### src/rtl/multicycle_controller.sv
// multicycle_controller: multi-cycle sequencer for the MIPS CPU.
//
// Steps each instruction through FETCH/DECODE/EXEC/MEM/WB and drives
// per-state strobes to the shared datapath (PC, IR, regfile, ALU operand
// mux, unified memory). Waits in FETCH and MEM until mem_ready. Counts
// retired instructions.
//
// Parameters:
//   CNT_W            width of the retired-instruction counter (wraps silently)
// Ports:
//   clock, reset     rising-edge clock, asynchronous active-high reset
//   opcode           IR[31:26], valid from DECODE onward
//   function_opcode  IR[5:0]
//   zero             ALU zero flag, sampled in EXEC
//   mem_ready        memory completes the current request this cycle
//   mem_req          memory request, held until mem_ready
//   mem_write        request is a write (valid with mem_req)
//   i_or_d           0 = address from PC, 1 = from ALU result
//   ir_write         load IR
//   pc_write         load PC
//   pc_source        0 = PC+4, 1 = branch target, 2 = jump target, 3 = rs (jr)
//   alu_src_b        1 = immediate operand
//   reg_write        regfile write strobe
//   wb_sel           0 = ALU, 1 = memory data, 2 = PC (jal)
//   state            current state (debug)
//   retire           one-cycle pulse when an instruction completes
//   instr_count      retired-instruction count
//   halted           in TRAP (ILLEGAL_TRAP_EN builds only, else constant 0)
//
// Configuration macro:
//   ILLEGAL_TRAP_EN  unknown encodings enter TRAP (halted until reset);
//                    when undefined they retire as NOPs.
module multicycle_controller #(
    parameter int unsigned CNT_W = 32
) (
    input  logic             clock,
    input  logic             reset,
    input  logic [5:0]       opcode,
    input  logic [5:0]       function_opcode,
    input  logic             zero,
    input  logic             mem_ready,
    output logic             mem_req,
    output logic             mem_write,
    output logic             i_or_d,
    output logic             ir_write,
    output logic             pc_write,
    output logic [1:0]       pc_source,
    output logic             alu_src_b,
    output logic             reg_write,
    output logic [1:0]       wb_sel,
    output logic [2:0]       state,
    output logic             retire,
    output logic [CNT_W-1:0] instr_count,
    output logic             halted
);

    localparam logic [5:0] OpRtype = 6'h00;
    localparam logic [5:0] OpJ     = 6'h02;
    localparam logic [5:0] OpJal   = 6'h03;
    localparam logic [5:0] OpBeq   = 6'h04;
    localparam logic [5:0] OpBne   = 6'h05;
    localparam logic [5:0] OpLw    = 6'h23;
    localparam logic [5:0] OpSw    = 6'h2B;
    localparam logic [5:0] FnJr    = 6'h08;

`ifdef ILLEGAL_TRAP_EN
    typedef enum logic [2:0] {
        StFetch  = 3'd0,
        StDecode = 3'd1,
        StExec   = 3'd2,
        StMem    = 3'd3,
        StWb     = 3'd4,
        StTrap   = 3'd5
    } state_e;
`else
    typedef enum logic [2:0] {
        StFetch  = 3'd0,
        StDecode = 3'd1,
        StExec   = 3'd2,
        StMem    = 3'd3,
        StWb     = 3'd4
    } state_e;
`endif

    state_e             state_q, state_d;
    logic [CNT_W-1:0]   instr_count_q;

    logic is_j, is_jal, is_jr, is_branch, is_mem, is_alu_r, is_alu_i, goes_exec;

    // Instruction class decode from the IR fields.
    always_comb begin
        is_alu_r = 1'b0;
        if (opcode == OpRtype) begin
            case (function_opcode)
                6'h00, 6'h02, 6'h03, 6'h20, 6'h21, 6'h22, 6'h23,
                6'h24, 6'h25, 6'h26, 6'h27, 6'h2A, 6'h2B: is_alu_r = 1'b1;
                default:                                  is_alu_r = 1'b0;
            endcase
        end
        is_j      = (opcode == OpJ);
        is_jal    = (opcode == OpJal);
        is_jr     = (opcode == OpRtype) && (function_opcode == FnJr);
        is_branch = (opcode == OpBeq) || (opcode == OpBne);
        is_mem    = (opcode == OpLw) || (opcode == OpSw);
        is_alu_i  = (opcode[5:3] == 3'b001);
        goes_exec = is_branch || is_mem || is_alu_r || is_alu_i;
    end

    always_comb begin
        state_d   = state_q;
        mem_req   = 1'b0;
        mem_write = 1'b0;
        i_or_d    = 1'b0;
        ir_write  = 1'b0;
        pc_write  = 1'b0;
        pc_source = 2'd0;
        alu_src_b = 1'b0;
        reg_write = 1'b0;
        wb_sel    = 2'd0;
        retire    = 1'b0;
        halted    = 1'b0;

        case (state_q)
            StFetch: begin
                mem_req = 1'b1;
                if (mem_ready) begin
                    ir_write = 1'b1;
                    pc_write = 1'b1;
                    state_d  = StDecode;
                end
            end
            StDecode: begin
                if (is_j || is_jal) begin
                    pc_write  = 1'b1;
                    pc_source = 2'd2;
                end
                if (is_jal) begin
                    reg_write = 1'b1;
                    wb_sel    = 2'd2;
                end
                if (is_jr) begin
                    pc_write  = 1'b1;
                    pc_source = 2'd3;
                end
                if (is_j || is_jal || is_jr) begin
                    retire  = 1'b1;
                    state_d = StFetch;
                end else if (goes_exec) begin
                    state_d = StExec;
                end else begin
`ifdef ILLEGAL_TRAP_EN
                    state_d = StTrap;
`else
                    // Unknown encoding: retire as a NOP with no writes.
                    retire  = 1'b1;
                    state_d = StFetch;
`endif
                end
            end
            StExec: begin
                if (is_branch) begin
                    pc_source = 2'd1;
                    pc_write  = (opcode == OpBne) ? ~zero : zero;
                    retire    = 1'b1;
                    state_d   = StFetch;
                end else if (is_mem) begin
                    alu_src_b = 1'b1;
                    state_d   = StMem;
                end else begin
                    alu_src_b = (opcode != OpRtype);
                    state_d   = StWb;
                end
            end
            StMem: begin
                // Request fields depend only on the held IR, so they stay
                // stable while waiting on mem_ready.
                mem_req   = 1'b1;
                i_or_d    = 1'b1;
                mem_write = (opcode == OpSw);
                if (mem_ready) begin
                    if (opcode == OpSw) begin
                        retire  = 1'b1;
                        state_d = StFetch;
                    end else begin
                        state_d = StWb;
                    end
                end
            end
            StWb: begin
                reg_write = 1'b1;
                wb_sel    = (opcode == OpLw) ? 2'd1 : 2'd0;
                retire    = 1'b1;
                state_d   = StFetch;
            end
`ifdef ILLEGAL_TRAP_EN
            StTrap: begin
                halted = 1'b1;
            end
`endif
            default: state_d = StFetch;
        endcase

        // Reset kills every strobe combinationally so a request in flight
        // never sees a partial write.
        if (reset) begin
            mem_req   = 1'b0;
            mem_write = 1'b0;
            i_or_d    = 1'b0;
            ir_write  = 1'b0;
            pc_write  = 1'b0;
            pc_source = 2'd0;
            alu_src_b = 1'b0;
            reg_write = 1'b0;
            wb_sel    = 2'd0;
            retire    = 1'b0;
            halted    = 1'b0;
        end
    end

    always_ff @(posedge clock or posedge reset) begin
        if (reset) begin
            state_q       <= StFetch;
            instr_count_q <= '0;
        end else begin
            state_q <= state_d;
            if (retire) begin
                instr_count_q <= instr_count_q + CNT_W'(1);
            end
        end
    end

    assign state       = state_q;
    assign instr_count = instr_count_q;

endmodule
### config.mk
export PLATFORM = sky130hd
export DESIGN_NAME = multicycle_controller
export DESIGN_NICKNAME = d
export VERILOG_FILES = /design/src/rtl/multicycle_controller.sv
export SDC_FILE = /design/constraint.sdc
export NUM_CORES = 1
export LEC_CHECK = 0
export CAP_MARGIN = 20
export CORE_MARGIN = 3
export CORE_UTILIZATION = 43
export DETAILED_ROUTE_END_ITERATION = 10
export PLACE_DENSITY = 0.85
export SETUP_SLACK_MARGIN = 0.02
export SYNTH_ARGS = -nofsm -noshare
export SYNTH_HDL_FRONTEND = slang
export SYNTH_SLANG_ARGS = --single-unit
### constraint.sdc
create_clock -name clock -period 3.5 [get_ports clock]
set_input_delay 0.7 -clock clock [delete_from_list [all_inputs] [get_ports clock]]
set_output_delay 0.7 -clock clock [all_outputs]
set_load 0.1 [all_outputs]
==> flow_metrics.py <==
metrics = {
    "sta": {
        "rsz0062_at_grt": "no",
        "worstMarginPinSlew_ns": 0.977,
        "skew_ns": 0.00667,
        "fin_hold_ws_ns": 0.476,
        "slew_viol_final": 0,
        "finalSetupTns_ns": 0,
        "relSlewSlack_pct": 34.7,
        "layout_min_cycle_time_ns": 3.28,
        "setup_viol": 0,
        "post-route-period-util_pct": 93.8,
        "max_freq_mhz": 304,
        "timing.final.ws_setup_ns": 0.216,
        "hold_viol": 0,
    },
    "cts": {
        "cts_tree": "done",
        "post_cts_buffers": 0,
        "cts_sinks": 35,
        "cts_buffers": 5,
        "path_clk_slew_ns": 0.07,
        "clock-root-buffer": "clkbuf_8",
        "htreeDepth": 2,
        "clk_latency_ns": 0.28,
        "clock_path_buffers": 2,
    },
    "synthesis": {
        "synth_cell_types": 42,
        "synthArstFlopShare_pct": 100,
        "synth.top_cells.by_area": "dfrtp_1, xnor2_1, and3_1, nand3_1, nand4_1",
        "yosys_warnings": 0,
        "synth_edf_count": 0,
        "synth_area_sq_um": 1950,
        "avgSynthCellArea_sq_um": 10.1,
        "synth-main-ff-cell": "dfrtp_1",
        "synthesis.instances": 194,
        "syn_nets": 211,
        "synth_top_cell_by_area": "dfrtp_1",
        "synth_seq_area_share_pct": 44.9,
        "synth-seq-cells": 35,
        "netlist.area_leader.share_pct": 44.9,
    },
    "cells_and_area": {
        "nNetsFinal": 282,
        "n_antenna_cell": 0,
        "drive_above_1_share_pct": 20.7,
        "stdcell_area_sq_um": 2940,
        "area_growth_pct": 50.8,
        "layout_commonest_cell": "clkdlybuf4s50_1",
        "layout_common_cells": "clkdlybuf4s50_1, dfrtp_1, xnor2_1, buf_4, nand3_1",
        "layout.cells.non_filler": 316,
        "utilization_pct": 70.6,
    },
    "grt": {
        "grt_pass1_wl_um": 8140,
        "grt_overflow": 0,
        "antenna_found_initial": 0,
        "grt_pass1_vias": 1716,
        "grtUsageTotal_pct": 19.3,
        "grt_start_max_net_pins": 36,
    },
    "job": {
        "cap_violations": 0,
    },
    "die": {
        "fp.coreArea_sq_um": 4170,
        "die_y_um": 73.4,
        "initial_core_util_pct": 46.8,
        "num_rows": 23,
        "chipWidth_um": 73.4,
        "ios": 64,
        "dieArea_sq_um": 5380,
    },
    "placement": {
        "place.gp.congestion": 0.802,
        "io_buffer_count": 62,
        "detailedPlace.worstSlack_ns": -0.160,
        "place_area_sq_um": 2800,
        "place_inst": 308,
        "hpwl_um": 3580,
    },
    "power": {
        "power_frac_comb_pct": 39.3,
        "power_switching_mw": 0.607,
        "switching_share_pct": 42.6,
        "p_per_area_nw_per_um2": 484,
        "p_leak_nw": 1.28,
        "fin_total_pwr_mw": 1.43,
        "seqPwrFrac_pct": 34.6,
        "max-vdd-ir-drop_mv": 0.717,
        "clock_power_share_pct": 26.1,
        "internal_power_mw": 0.818,
    },
    "drt": {
        "drc": 0,
        "dr.pass1.iters": 4,
        "routed_wl_um": 4780,
        "ant_nets": 0,
        "via_count": 1726,
        "drtIter0Drc": 87,
        "viasPerCell": 5.46,
        "wire_per_inst_um": 15.1,
    },
    "setup_path": {
        "rr_endpoint": "instr_count[1]",
        "reg2reg_depth": 5,
        "start_kind": "primary input",
        "crit_arrival_ns": 2.58,
        "endpoint_kind": "output port",
        "crit_fanout": 4,
        "reg2reg_slack_ns": 1.07,
        "rr_startpoint": "state[0]",
        "crit_type": "primary input to output port",
        "critPathRequiredTime_ns": 2.80,
    },
    "worst_hold_path": {
        "holdPathStages": 1,
        "worstHoldStart": "instr_count[31]",
        "hold_class": "flop to flop",
        "hold_end": "instr_count[31]",
    },
    "status": {
        "status": "finished clean",
    },
}
## synth_stat cells, types with 2 or more instances
master	instances
nor2b_1	3
nor2_1	11
nand4_1	11
and4_1	7
dfrtp_1	35
a21o_1	2
xor2_1	3
a21oi_1	3
nand2b_1	5
and3_1	14
buf_2	5
nand3_1	14
o21ai_0	2
o21bai_1	2
o41ai_2	2
nor3_1	4
inv_1	3
nor4_1	3
and2_1	4
nor3b_1	2
xnor2_1	29
o31ai_1	2
nand2_1	9
## layer usage
metal	wire, um	vias to the layer above	GRT usage, %
li1	-	838	-
met1	2200	836	26.0
met2	2280	47	31.2
met3	243	5	4.10
met4	57	0	5.84
met5	0	-	0
## flip-flops by register name (all words and copies together) (netlist names)
name,count
instr_count,32
state,3
## kinds of logic after synthesis
family	count (synthesis)	share of synthesized area, %
compound gates	19	8.14
xor+xnor	32	14.4
fa+ha+maj	1	0.641
buf+inv	10	2.44
flops	35	44.9
mux	1	0.577
other cells	1	0.192
simple gates	95	28.8
## how the worst max path moves through the flow
stage,startpoint,endpoint,slack (ns),cells after the start
after floorplan,state[0],mem_req,-0.15,3
after global placement,opcode[4],pc_write,-0.06,8
after detailed placement,opcode[4],pc_source[0],-0.16,7
after CTS,opcode[4],retire,0.06,7
after global routing,opcode[0],retire,0.13,6
final,opcode[0],retire,0.22,6
## what timing repair did
action                                  in CTS  in global routing
endpoints found under the setup margin       3                  4
pin swaps                                    1                  4
resized for setup                            2                  4
hold buffers                                 0                  0
gates cloned                                 0                  0
## power groups by stage
stage / clock network, mW / logic (mW) / registers (mW)
after CTS: 0.378 / 0.562 / 0.492
final: 0.373 / 0.560 / 0.493
after global placement: 0 / 0.557 / 0.496
after floorplan: 0 / 0.191 / 0.708
after detailed placement: 0 / 0.559 / 0.499
after global routing: 0.401 / 0.585 / 0.499
## worst max-delay path, stage by stage
cell             delay, ns
clkdlybuf4s50_1       0.48
or4_4                 0.58
buf_6                 0.15
a211oi_4              0.31
o41ai_4               0.16
buf_12                0.20
## final cells by class
class	count	area, sq um
multi-input combinational	149	1080
clock buffer	6	82.6
timing repair buffer	71	792
sequential	35	876
tap	50	62.6
fill	300	1230
clock inverter	2	35.0
inverter	3	11.3
Power figures use the tool's default switching activity.
